### src/rtl/aes_round_ctrl_if.sv
// Control bundle between the AES round sequencer and the datapath/key schedule.
// The master side issues start/key_valid; the slave (the sequencer) drives the stage controls.
interface aes_round_ctrl_if;
   logic       start;
   logic       key_valid;
   logic       load_state;
   logic       enable_sub_bytes;
   logic       enable_shift_rows;
   logic       enable_mix_columns;
   logic       bypass_mix_columns;
   logic       enable_add_round_key;
   logic [3:0] round_num;
   logic       busy;
   logic       done;

   modport master (
      output start, key_valid,
      input  load_state, enable_sub_bytes, enable_shift_rows, enable_mix_columns,
             bypass_mix_columns, enable_add_round_key, round_num, busy, done
   );

   modport slave (
      input  start, key_valid,
      output load_state, enable_sub_bytes, enable_shift_rows, enable_mix_columns,
             bypass_mix_columns, enable_add_round_key, round_num, busy, done
   );
endinterface

### src/rtl/aes_round_ctrl.sv
// Round sequencer for the iterative AES encryption datapath: walks ARK0 then
// NUM_ROUNDS x (SB, SR, MC, ARK), stalling in ARK0/ARK until the round key is valid.
module aes_round_ctrl #(
   parameter int NUM_ROUNDS = 10
) (
   input  logic            i_clk,
   input  logic            i_rst,
   aes_round_ctrl_if.slave io_ctl
);

   localparam logic [3:0] LP_LAST = 4'(NUM_ROUNDS);

   typedef enum logic [2:0] {
      S_IDLE, S_ARK0, S_SB, S_SR, S_MC, S_ARK, S_DONE
   } state_t;

   state_t     r_state, w_next;
   logic [3:0] r_round, w_round_next;

   logic       w_load, w_sb, w_sr, w_mc, w_byp, w_ark, w_busy, w_done;
   logic [3:0] w_round_num;

   always_ff @(posedge i_clk) begin
      if (!i_rst) begin
         r_state <= S_IDLE;
         r_round <= '0;
      end else begin
         r_state <= w_next;
         r_round <= w_round_next;
      end
   end

   always_comb begin
      w_next       = r_state;
      w_round_next = r_round;
      w_load       = 1'b0;
      w_sb         = 1'b0;
      w_sr         = 1'b0;
      w_mc         = 1'b0;
      w_byp        = 1'b0;
      w_ark        = 1'b0;
      w_busy       = 1'b0;
      w_done       = 1'b0;
      w_round_num  = 4'd0;
      case (r_state)
         S_IDLE: begin
            if (io_ctl.start) begin
               w_next       = S_ARK0;
               w_round_next = 4'd0;
            end
         end
         S_ARK0: begin
            w_load      = 1'b1;
            w_busy      = 1'b1;
            w_round_num = r_round;
            if (io_ctl.key_valid) begin
               w_ark        = 1'b1;
               w_round_next = 4'd1;
               w_next       = S_SB;
            end
         end
         S_SB: begin
            w_sb        = 1'b1;
            w_busy      = 1'b1;
            w_round_num = r_round;
            w_next      = S_SR;
         end
         S_SR: begin
            w_sr        = 1'b1;
            w_busy      = 1'b1;
            w_round_num = r_round;
            w_next      = S_MC;
         end
         S_MC: begin
            // Final round skips MixColumns: the register passes its input through.
            w_mc        = (r_round != LP_LAST);
            w_byp       = (r_round == LP_LAST);
            w_busy      = 1'b1;
            w_round_num = r_round;
            w_next      = S_ARK;
         end
         S_ARK: begin
            w_busy      = 1'b1;
            w_round_num = r_round;
            if (io_ctl.key_valid) begin
               w_ark = 1'b1;
               if (r_round == LP_LAST) begin
                  w_next = S_DONE;
               end else begin
                  w_round_next = r_round + 4'd1;
                  w_next       = S_SB;
               end
            end
         end
         S_DONE: begin
            w_done       = 1'b1;
            w_round_next = 4'd0;
            w_next       = S_IDLE;
         end
         default: begin
            w_next       = S_IDLE;
            w_round_next = 4'd0;
         end
      endcase
   end

   assign io_ctl.load_state           = w_load;
   assign io_ctl.enable_sub_bytes     = w_sb;
   assign io_ctl.enable_shift_rows    = w_sr;
   assign io_ctl.enable_mix_columns   = w_mc;
   assign io_ctl.bypass_mix_columns   = w_byp;
   assign io_ctl.enable_add_round_key = w_ark;
   assign io_ctl.round_num            = w_round_num;
   assign io_ctl.busy                 = w_busy;
   assign io_ctl.done                 = w_done;

endmodule

### src/flat_wrapper.sv
// flat-port wrapper written by rule: the top's interface ports become plain ports
module aes_round_ctrl_flat 
#(
   parameter int NUM_ROUNDS = 10
)
  (i_clk, i_rst, io_ctl_start, io_ctl_key_valid, io_ctl_load_state, io_ctl_enable_sub_bytes, io_ctl_enable_shift_rows, io_ctl_enable_mix_columns, io_ctl_bypass_mix_columns, io_ctl_enable_add_round_key, io_ctl_round_num, io_ctl_busy, io_ctl_done);
  aes_round_ctrl_if io_ctl_i ();
  input  logic i_clk;
  input  logic i_rst;
  input wire logic [$bits(io_ctl_i.start)-1:0] io_ctl_start;
  input wire logic [$bits(io_ctl_i.key_valid)-1:0] io_ctl_key_valid;
  output wire logic [$bits(io_ctl_i.load_state)-1:0] io_ctl_load_state;
  output wire logic [$bits(io_ctl_i.enable_sub_bytes)-1:0] io_ctl_enable_sub_bytes;
  output wire logic [$bits(io_ctl_i.enable_shift_rows)-1:0] io_ctl_enable_shift_rows;
  output wire logic [$bits(io_ctl_i.enable_mix_columns)-1:0] io_ctl_enable_mix_columns;
  output wire logic [$bits(io_ctl_i.bypass_mix_columns)-1:0] io_ctl_bypass_mix_columns;
  output wire logic [$bits(io_ctl_i.enable_add_round_key)-1:0] io_ctl_enable_add_round_key;
  output wire logic [$bits(io_ctl_i.round_num)-1:0] io_ctl_round_num;
  output wire logic [$bits(io_ctl_i.busy)-1:0] io_ctl_busy;
  output wire logic [$bits(io_ctl_i.done)-1:0] io_ctl_done;
  assign io_ctl_i.start = io_ctl_start;
  assign io_ctl_i.key_valid = io_ctl_key_valid;
  assign io_ctl_load_state = io_ctl_i.load_state;
  assign io_ctl_enable_sub_bytes = io_ctl_i.enable_sub_bytes;
  assign io_ctl_enable_shift_rows = io_ctl_i.enable_shift_rows;
  assign io_ctl_enable_mix_columns = io_ctl_i.enable_mix_columns;
  assign io_ctl_bypass_mix_columns = io_ctl_i.bypass_mix_columns;
  assign io_ctl_enable_add_round_key = io_ctl_i.enable_add_round_key;
  assign io_ctl_round_num = io_ctl_i.round_num;
  assign io_ctl_busy = io_ctl_i.busy;
  assign io_ctl_done = io_ctl_i.done;
  aes_round_ctrl #(.NUM_ROUNDS(NUM_ROUNDS)) u_core (.i_clk(i_clk), .i_rst(i_rst), .io_ctl(io_ctl_i));
endmodule
### config.mk
export PLATFORM = sky130hd
export DESIGN_NAME = aes_round_ctrl_flat
export DESIGN_NICKNAME = d
export VERILOG_FILES = /design/src/rtl/aes_round_ctrl_if.sv /design/src/rtl/aes_round_ctrl.sv /design/src/flat_wrapper.sv
export SDC_FILE = /design/constraint.sdc
export NUM_CORES = 1
export LEC_CHECK = 0
export ABC_AREA = 1
export ABC_CLOCK_PERIOD_IN_PS = 1300
export CAP_MARGIN = 0
export CORE_MARGIN = 2
export CORE_UTILIZATION = 32
export CTS_BUF_LIST = sky130_fd_sc_hd__clkbuf_8 sky130_fd_sc_hd__clkbuf_16
export DETAILED_ROUTE_END_ITERATION = 6
export GPL_ROUTABILITY_DRIVEN = 0
export SKIP_LAST_GASP = 1
export SLEW_MARGIN = 20
export SYNTH_ARGS = -nofsm -noshare
export SYNTH_HDL_FRONTEND = slang
export SYNTH_SLANG_ARGS = --single-unit
export TNS_END_PERCENT = 5
### constraint.sdc
create_clock -name i_clk -period 1.3 [get_ports i_clk]
set_input_delay 0.26 -clock i_clk [delete_from_list [all_inputs] [get_ports i_clk]]
set_output_delay 0.26 -clock i_clk [all_outputs]
set_load 0.02 [all_outputs]
==> flow_summary.json, run 1 <==
{
  "finalHoldViolCount": 0,
  "slew_viol_final": 0,
  "track_usage_pct": 17.5,
  "irDropWorstVdd_v": 0.000726,
  "fin_area_um2": 972,
  "p_per_area_nw_per_um2": 1560,
  "start_util_pct": 33.3,
  "tns_ns": -1.59,
  "fin_ws_ns": -0.147,
  "critPathMaxStageDelay_ns": 0.40,
  "syn_nets": 95,
  "crit_start": "u_core.r_state[0]$_SDFFE_PN0P_",
  "status": "finished, violations left",
  "synth_area_um2": 556,
  "cts_htree_levels": 1,
  "antenna_left": 0,
  "root_buffer": "clkbuf_8",
  "cp_slowest_cell": "dfxtp_4",
  "rsz0062_at_grt": "true",
  "hpwl_mm": 1.25,
  "whs_ns": 0.655,
  "layout_min_cycle_time_ns": 1.45,
  "cts_inserted_buffers": 3,
  "final_util_pct": 58.2,
  "fillers": 162,
  "drt_iter0_markers": 10,
  "criticalPathCategory": "flip-flop to primary output",
  "max_freq_mhz": 691,
  "crit_chain": "nor2_4 > nand2_2 > nand2_4 > nor2_4 > nor2_1 > buf_4",
  "crit_path_max_fanout": 5,
  "report.final.setup_viol": 18,
  "ys_warn_count": 0,
  "io_buffers": 15,
  "hp-class": "flip-flop to flip-flop",
  "clkSlewWorstSetupHoldPaths_ns": 0.04,
  "worstPathRequired_ns": 1.04,
  "dr_total_vias": 682,
  "die_h_um": 45.7,
  "endpoint": "io_ctl_round_num[0]",
  "violations": "setup timing",
  "syn_area_per_cell_um2": 6.24,
  "path_depth": 6,
  "r2r-start": "u_core.r_state[2]$_SDFFE_PN0P_",
  "synth_top_area_share_pct": 25.2,
  "worst-path-buf-inv": 1,
  "io_pins": 16,
  "grt_pass1_wl_mm": 2.55,
  "grt_max_degree": 6,
  "arrival_ns": 1.19,
  "overflow": 0,
  "num_antenna_cells": 0,
  "cts_buffer_depth": 2,
  "die-area_um2": 2090,
  "relSlewSlack_pct": 86.4,
  "dr.pass1.iters": 4,
  "yosysSeqAreaShare_pct": 25.2,
  "wl_mm": 1.67,
  "placed_area_um2": 897,
  "start_kind": "flip-flop",
  "maxCapViolations": 0,
  "drt-vias-per-instance": 4.61,
  "r2r-end": "u_core.r_round[1]$_SDFFE_PN0P_",
  "end_kind": "primary output",
  "yosysUniqueCellTypes": 20,
  "synth_area_leader_cell": "dfxtp_1",
  "fin_skew_ns": 0.00259,
  "ys_seq_elements": 7,
  "worstSkewPairLatency_ns": 0.23,
  "fin_crit_sh_pct": 111,
  "areaGrowthSynthToFinish_pct": 75.0,
  "route.detailed.drc": 0,
  "finalNetCount": 138,
  "tritoncts": "done",
  "critical_path.top_delay_family": "flip-flops",
  "multi_input_area_um2": 390,
  "p_leak_nw": 0.522,
  "cts.sink_count": 7,
  "worst_pin_slew_ns": 0.203,
  "ff2ff_path_depth": 10,
  "synthTopCellsByArea": "dfxtp_1 (25%), nor2_1 (13%), nand2_1 (11%)",
  "cp_common_cell": "nor2_4",
  "die_w_um": 45.7,
  "num_rows": 15,
  "wl_per_cell_um": 11.3,
  "layout-drive-gt1-share_pct": 53.4,
  "antenna_found_initial": 0,
  "syn_inst": 89,
  "final-seq-area_um2": 153,
  "r2r_slack_ns": -0.06,
  "grt_pass1_vias": 620,
  "fp.coreArea_um2": 1670
}
==> logic make-up (layout without fill, tap and decap cells) <==
kind of cell | after synthesis | after routing | share of synthesized area, %
DFF | 7 | 7 | 25.2
adders and majority gates | 2 | 2 | 4.50
AOI/OAI and AO/OA | 5 | 5 | 4.50
buffers and inverters | 18 | 60 | 13.7
and+or+nand+nor | 57 | 57 | 52.0
==> how the worst min path moves through the flow <==
stage / startpoint / endpoint / slack (ns) / cells after the start
after floorplan: i_rst / u_core.r_round[2]$_SDFFE_PN0P_ / 0.37 / 2
after global placement: u_core.r_round[2]$_SDFFE_PN0P_ / u_core.r_round[2]$_SDFFE_PN0P_ / 0.63 / 3
after detailed placement: u_core.r_round[3]$_SDFFE_PN0P_ / u_core.r_round[3]$_SDFFE_PN0P_ / 0.64 / 5
after CTS: u_core.r_state[1]$_SDFFE_PN0P_ / u_core.r_state[1]$_SDFFE_PN0P_ / 0.64 / 4
after global routing: u_core.r_round[2]$_SDFFE_PN0P_ / u_core.r_round[2]$_SDFFE_PN0P_ / 0.67 / 3
final: u_core.r_round[2]$_SDFFE_PN0P_ / u_core.r_round[2]$_SDFFE_PN0P_ / 0.66 / 3
==> state kept, by name (all words and copies together) (netlist names) <==
| register | count |
|---|---|
| u_core.r_round | 4 |
| u_core.r_state | 3 |
==> Yosys cell counts <==
cell	instances
nor2_1	19
nand2_1	16
inv_1	12
dfxtp_1	7
nand2_2	5
nand3_1	5
a21oi_1	4
inv_2	4
nand3_2	3
ha_1	2
nand4_1	2
nor3_1	2
and3_1	1
buf_4	1
inv_6	1
nand3_4	1
nand3b_1	1
nor2_2	1
nor2_4	1
o21ai_0	1
==> cells in the final DEF, fill, tap and decap left out <==
cell type        instances
dfxtp_2                  1
nand3_1                  5
nor3_2                   1
nor2_2                   2
o21ai_0                  1
ha_1                     1
and3_1                   1
nand2_1                 12
inv_4                    1
clkbuf_8                 3
nor2_1                  16
a21oi_1                  4
ha_2                     1
dfxtp_4                  3
nand2_2                  8
nand3b_1                 1
dfxtp_1                  3
buf_2                    5
nand2_4                  1
inv_6                    1
nand3_2                  3
nand4_1                  2
buf_6                    1
nor2_4                   3
inv_1                   12
inv_2                    4
nand3_4                  1
buf_4                   30
clkdlybuf4s50_1          3
nor3_4                   1
==> stage by stage <==
stage / total power, mW / setup WS (ns) / instances
6_report: 1.52 / -0.147 / 148
5_1_grt: 1.63 / -0.193 / 148
4_1_cts: 1.49 / -0.147 / 147
3_5_place_dp: 1.15 / -0.499 / 143
3_3_place_gp: 1.14 / -0.455 / 143
2_1_floorplan: 0.761 / -0.0910 / 89
==> worst register-to-register path, stage by stage, from the launching register on <==
cell	delay [ns]
dfxtp_4	0.36
buf_4	0.14
buf_4	0.13
nor2_1	0.10
nand2_1	0.10
nand2_2	0.09
inv_2	0.07
nand3_4	0.11
nand2_1	0.06
nand2_1	0.06
nor2_1	0.03
==> routing by layer <==
metal	share of wire (%)	GRT usage, %	vias to the layer above
met4	2.0	10.6	0
met5	0	0	-
met3	3.5	2.38	5
met1	45	21.8	309
li1	-	-	358
met2	50	28.2	10
==> cell type report <==
cell class                      instances  area share [%]
Timing Repair Buffer                   39            30.0
Tap cell                               17            2.19
Clock inverter                          1           0.386
Sequential cell                         7            15.7
Inverter                               17            7.34
Clock buffer                            3            4.25
Multi-Input combinational cell         64            40.2
==> repair_timing <==
item,CTS,global route
setup buffers,0,1
setup endpoints to repair,16,18
pin swaps,2,4
gates resized for setup,73,6
hold buffers,0,0
==> power breakdown <==
group          total [mW]  internal, mW  switching, mW
clock network       0.307         0.205          0.102
registers           0.334         0.275         0.0595
logic               0.880         0.404          0.475
total                1.52         0.884          0.637
Power figures use the tool's default switching activity.
==> run 2, diff against run 1 <==
Settings changed: ABC_AREA 1 to unset, ABC_CLOCK_PERIOD_IN_PS 1300 to 1700.
Clock period 1.3 ns to 1.7 ns, I/O delays scaled along.
==> flow_summary.json, run 2 <==
{
  "irDropWorstVdd_v": 0.000597,
  "place_ws_ns": -0.244,
  "arrival_ns": 1.62,
  "num_antenna_cells": 0,
  "synth.most_common_cell": "dfxtp_1",
  "relSlewSlack_pct": 83.6,
  "start_kind": "primary input",
  "ys_seq_elements": 7,
  "crit_path_max_fanout": 2,
  "syn_inst": 58,
  "finalHoldViolCount": 0,
  "wl_mm": 1.20,
  "root_buffer": "clkbuf_8",
  "overflow": 0,
  "ys_warn_count": 0,
  "areaGrowthSynthToFinish_pct": 65.2,
  "fin_ws_ns": -0.256,
  "worst_pin_slew_ns": 0.245,
  "ys_top_cells_by_count": "dfxtp_1 (7), a31oi_1 (4), inv_1 (4), nor2_1 (4), nor3_1 (4)",
  "r2r-end": "u_core.r_round[1]$_SDFFE_PN0P_",
  "status": "finished, violations left",
  "top_regs": "u_core.r_round (4), u_core.r_state (3)",
  "synth_top_area_share_pct": 28.1,
  "hpwl_um": 962,
  "report.final.setup_viol": 9,
  "rsz0062_at_grt": "true",
  "dr.pass1.iters": 2,
  "top_register": "u_core.r_round",
  "die_h_um": 43.5,
  "layout_min_cycle_time_ns": 1.96,
  "grt_pass1_wl_mm": 2.12,
  "p_leak_nw": 0.379,
  "final_cell_mix": "buf_4 (15), clkdlybuf4s50_1 (8), dlygate4sd2_1 (6), dfxtp_1 (6), inv_1 (5)",
  "hp-class": "flip-flop to flip-flop",
  "antenna_found_initial": 0,
  "grt_max_degree": 11,
  "fin_total_pwr_mw": 0.545,
  "finalNetCount": 97,
  "maxCapViolations": 0,
  "io_pins": 16,
  "cts_buffer_depth": 2,
  "fp.coreArea_um2": 1490,
  "worstPathRequired_ns": 1.36,
  "fin_crit_sh_pct": 115,
  "synth_area_leader_cell": "dfxtp_1",
  "drt_iter0_markers": 11,
  "yosysUniqueCellTypes": 31,
  "yosysSeqAreaShare_pct": 28.1,
  "largest_register_ff_count": 4,
  "die-area_um2": 1890,
  "synth-async-reset-ratio_pct": 0,
  "max_freq_mhz": 511,
  "ff2ff_path_depth": 6,
  "syn_area_per_cell_um2": 8.61,
  "endpoint": "io_ctl_enable_add_round_key",
  "slew_viol_final": 0,
  "r2r_slack_ns": 0.28,
  "violations": "setup timing",
  "ys.flop_type": "dfxtp_1",
  "route.detailed.drc": 0,
  "fin_skew_ns": 0.00405,
  "num_rows": 14,
  "drt-vias-per-instance": 4.94,
  "criticalPathCategory": "primary input to primary output",
  "cts_inserted_buffers": 3,
  "postCtsSetupBuffers": 0,
  "crit_start": "io_ctl_key_valid",
  "cts.sink_count": 7,
  "worstSkewPairLatency_ns": 0.22,
  "synthTopCellsByArea": "dfxtp_1 (28%), a31oi_1 (5.0%), ha_1 (5.0%)",
  "clkSlewWorstSetupHoldPaths_ns": 0.04,
  "r2r-start": "u_core.r_state[0]$_SDFFE_PN0P_",
  "p_per_area_nw_per_um2": 660,
  "wl_per_cell_um": 11.3,
  "die_w_um": 43.5,
  "cts_htree_levels": 1,
  "track_usage_pct": 15.5,
  "end_kind": "primary output",
  "synth_area_um2": 499,
  "tritoncts": "done",
  "grt_pass1_vias": 492,
  "antenna_left": 0,
  "io_buffers": 15,
  "mostFrequentLayoutCell": "buf_4",
  "syn_nets": 64,
  "synth_edf_count": 0,
  "dr_total_vias": 524,
  "start_util_pct": 33.5,
  "layout-drive-gt1-share_pct": 32.2
}
[run 2: cell types whose count changed after synthesis, moves of 2 or more]
cell     change
o21a_1       +2
o22ai_1      +2
inv_2        -4
inv_1        -8
nor3_1       +2
nor3b_1      +2
nor2_1      -15
nand2_2      -4
a31oi_1      +4
nand3_2      -3
and2_1       +2
a21oi_1      -3
nand3_1      -3
nand2_1     -14
[run 2: power breakdown]
| group | leakage (nW) | switching (mW) | internal [mW] |
|---|---|---|---|
| sequential | 0.0573 | 0.00963 | 0.171 |
| clock | 0.0269 | 0.0700 | 0.156 |
| combinational | 0.295 | 0.0629 | 0.0752 |
| total | 0.379 | 0.142 | 0.402 |
[run 2: kinds of logic (layout without fill, tap and decap cells)]
kind of cell	Yosys count	in the layout	share of synthesized area, %
and+or+nand+nor	28	28	36.8
AOI/OAI and AO/OA	14	14	22.3
DFF	7	7	28.1
buffers and inverters	7	39	7.77
adders and majority gates	2	2	5.01
[run 2: through the flow]
step | hold WS [ns] | cell area (um^2) | util, % | setup TNS, ns | instances
2_1_floorplan | 0.466 | 504 | - | 0 | 58
3_3_place_gp | 0.497 | 783 | 52.6 | -0.869 | 102
3_5_place_dp | 0.506 | 783 | 52.6 | -0.931 | 102
4_1_cts | 0.513 | 822 | 55.2 | -1.85 | 106
5_1_grt | 0.569 | 825 | 55.4 | -2.29 | 106
6_report | 0.511 | 825 | 55.4 | -1.47 | 106
[run 2: worst max-delay path, stage by stage]
cell and delay, ns:
clkdlybuf4s50_1 0.48, and3b_4 0.20, clkdlybuf4s50_1 0.60
[run 2: what timing repair did]
item                       CTS  global route
resized for setup            7             1
setup endpoints to repair   12            12
hold buffers                 0             0
[run 2: layout make-up]
cell class                      count  area, um^2
Clock buffer                        3        41.3
Clock inverter                      1        3.75
Fill cell                         143         664
Inverter                            4        15.0
Multi-Input combinational cell     44         325
Sequential cell                     7         141
Tap cell                           16        20.0
Timing Repair Buffer               31         278
[run 2: worst min-delay path by stage]
stage          cells after the start  slack, ns                            from                              to
6_report                           2       0.51  u_core.r_round[3]$_SDFFE_PN0P_  u_core.r_round[3]$_SDFFE_PN0P_
5_1_grt                            2       0.57  u_core.r_round[2]$_SDFFE_PN0P_  u_core.r_round[2]$_SDFFE_PN0P_
4_1_cts                            2       0.51  u_core.r_round[3]$_SDFFE_PN0P_  u_core.r_round[3]$_SDFFE_PN0P_
3_3_place_gp                       2       0.50  u_core.r_round[3]$_SDFFE_PN0P_  u_core.r_round[3]$_SDFFE_PN0P_
2_1_floorplan                      2       0.47                    io_ctl_start  u_core.r_state[0]$_SDFFE_PN0P_
3_5_place_dp                       2       0.51  u_core.r_round[3]$_SDFFE_PN0P_  u_core.r_round[3]$_SDFFE_PN0P_
[run 2: routing by layer]
metal | share of wire, % | global-route usage, % | routed length (um)
met1 | 47 | 19.7 | 569
met2 | 47 | 23.9 | 569
met3 | 3.2 | 1.25 | 39
met4 | 2.0 | 12.7 | 24
met5 | 0 | 0 | 0
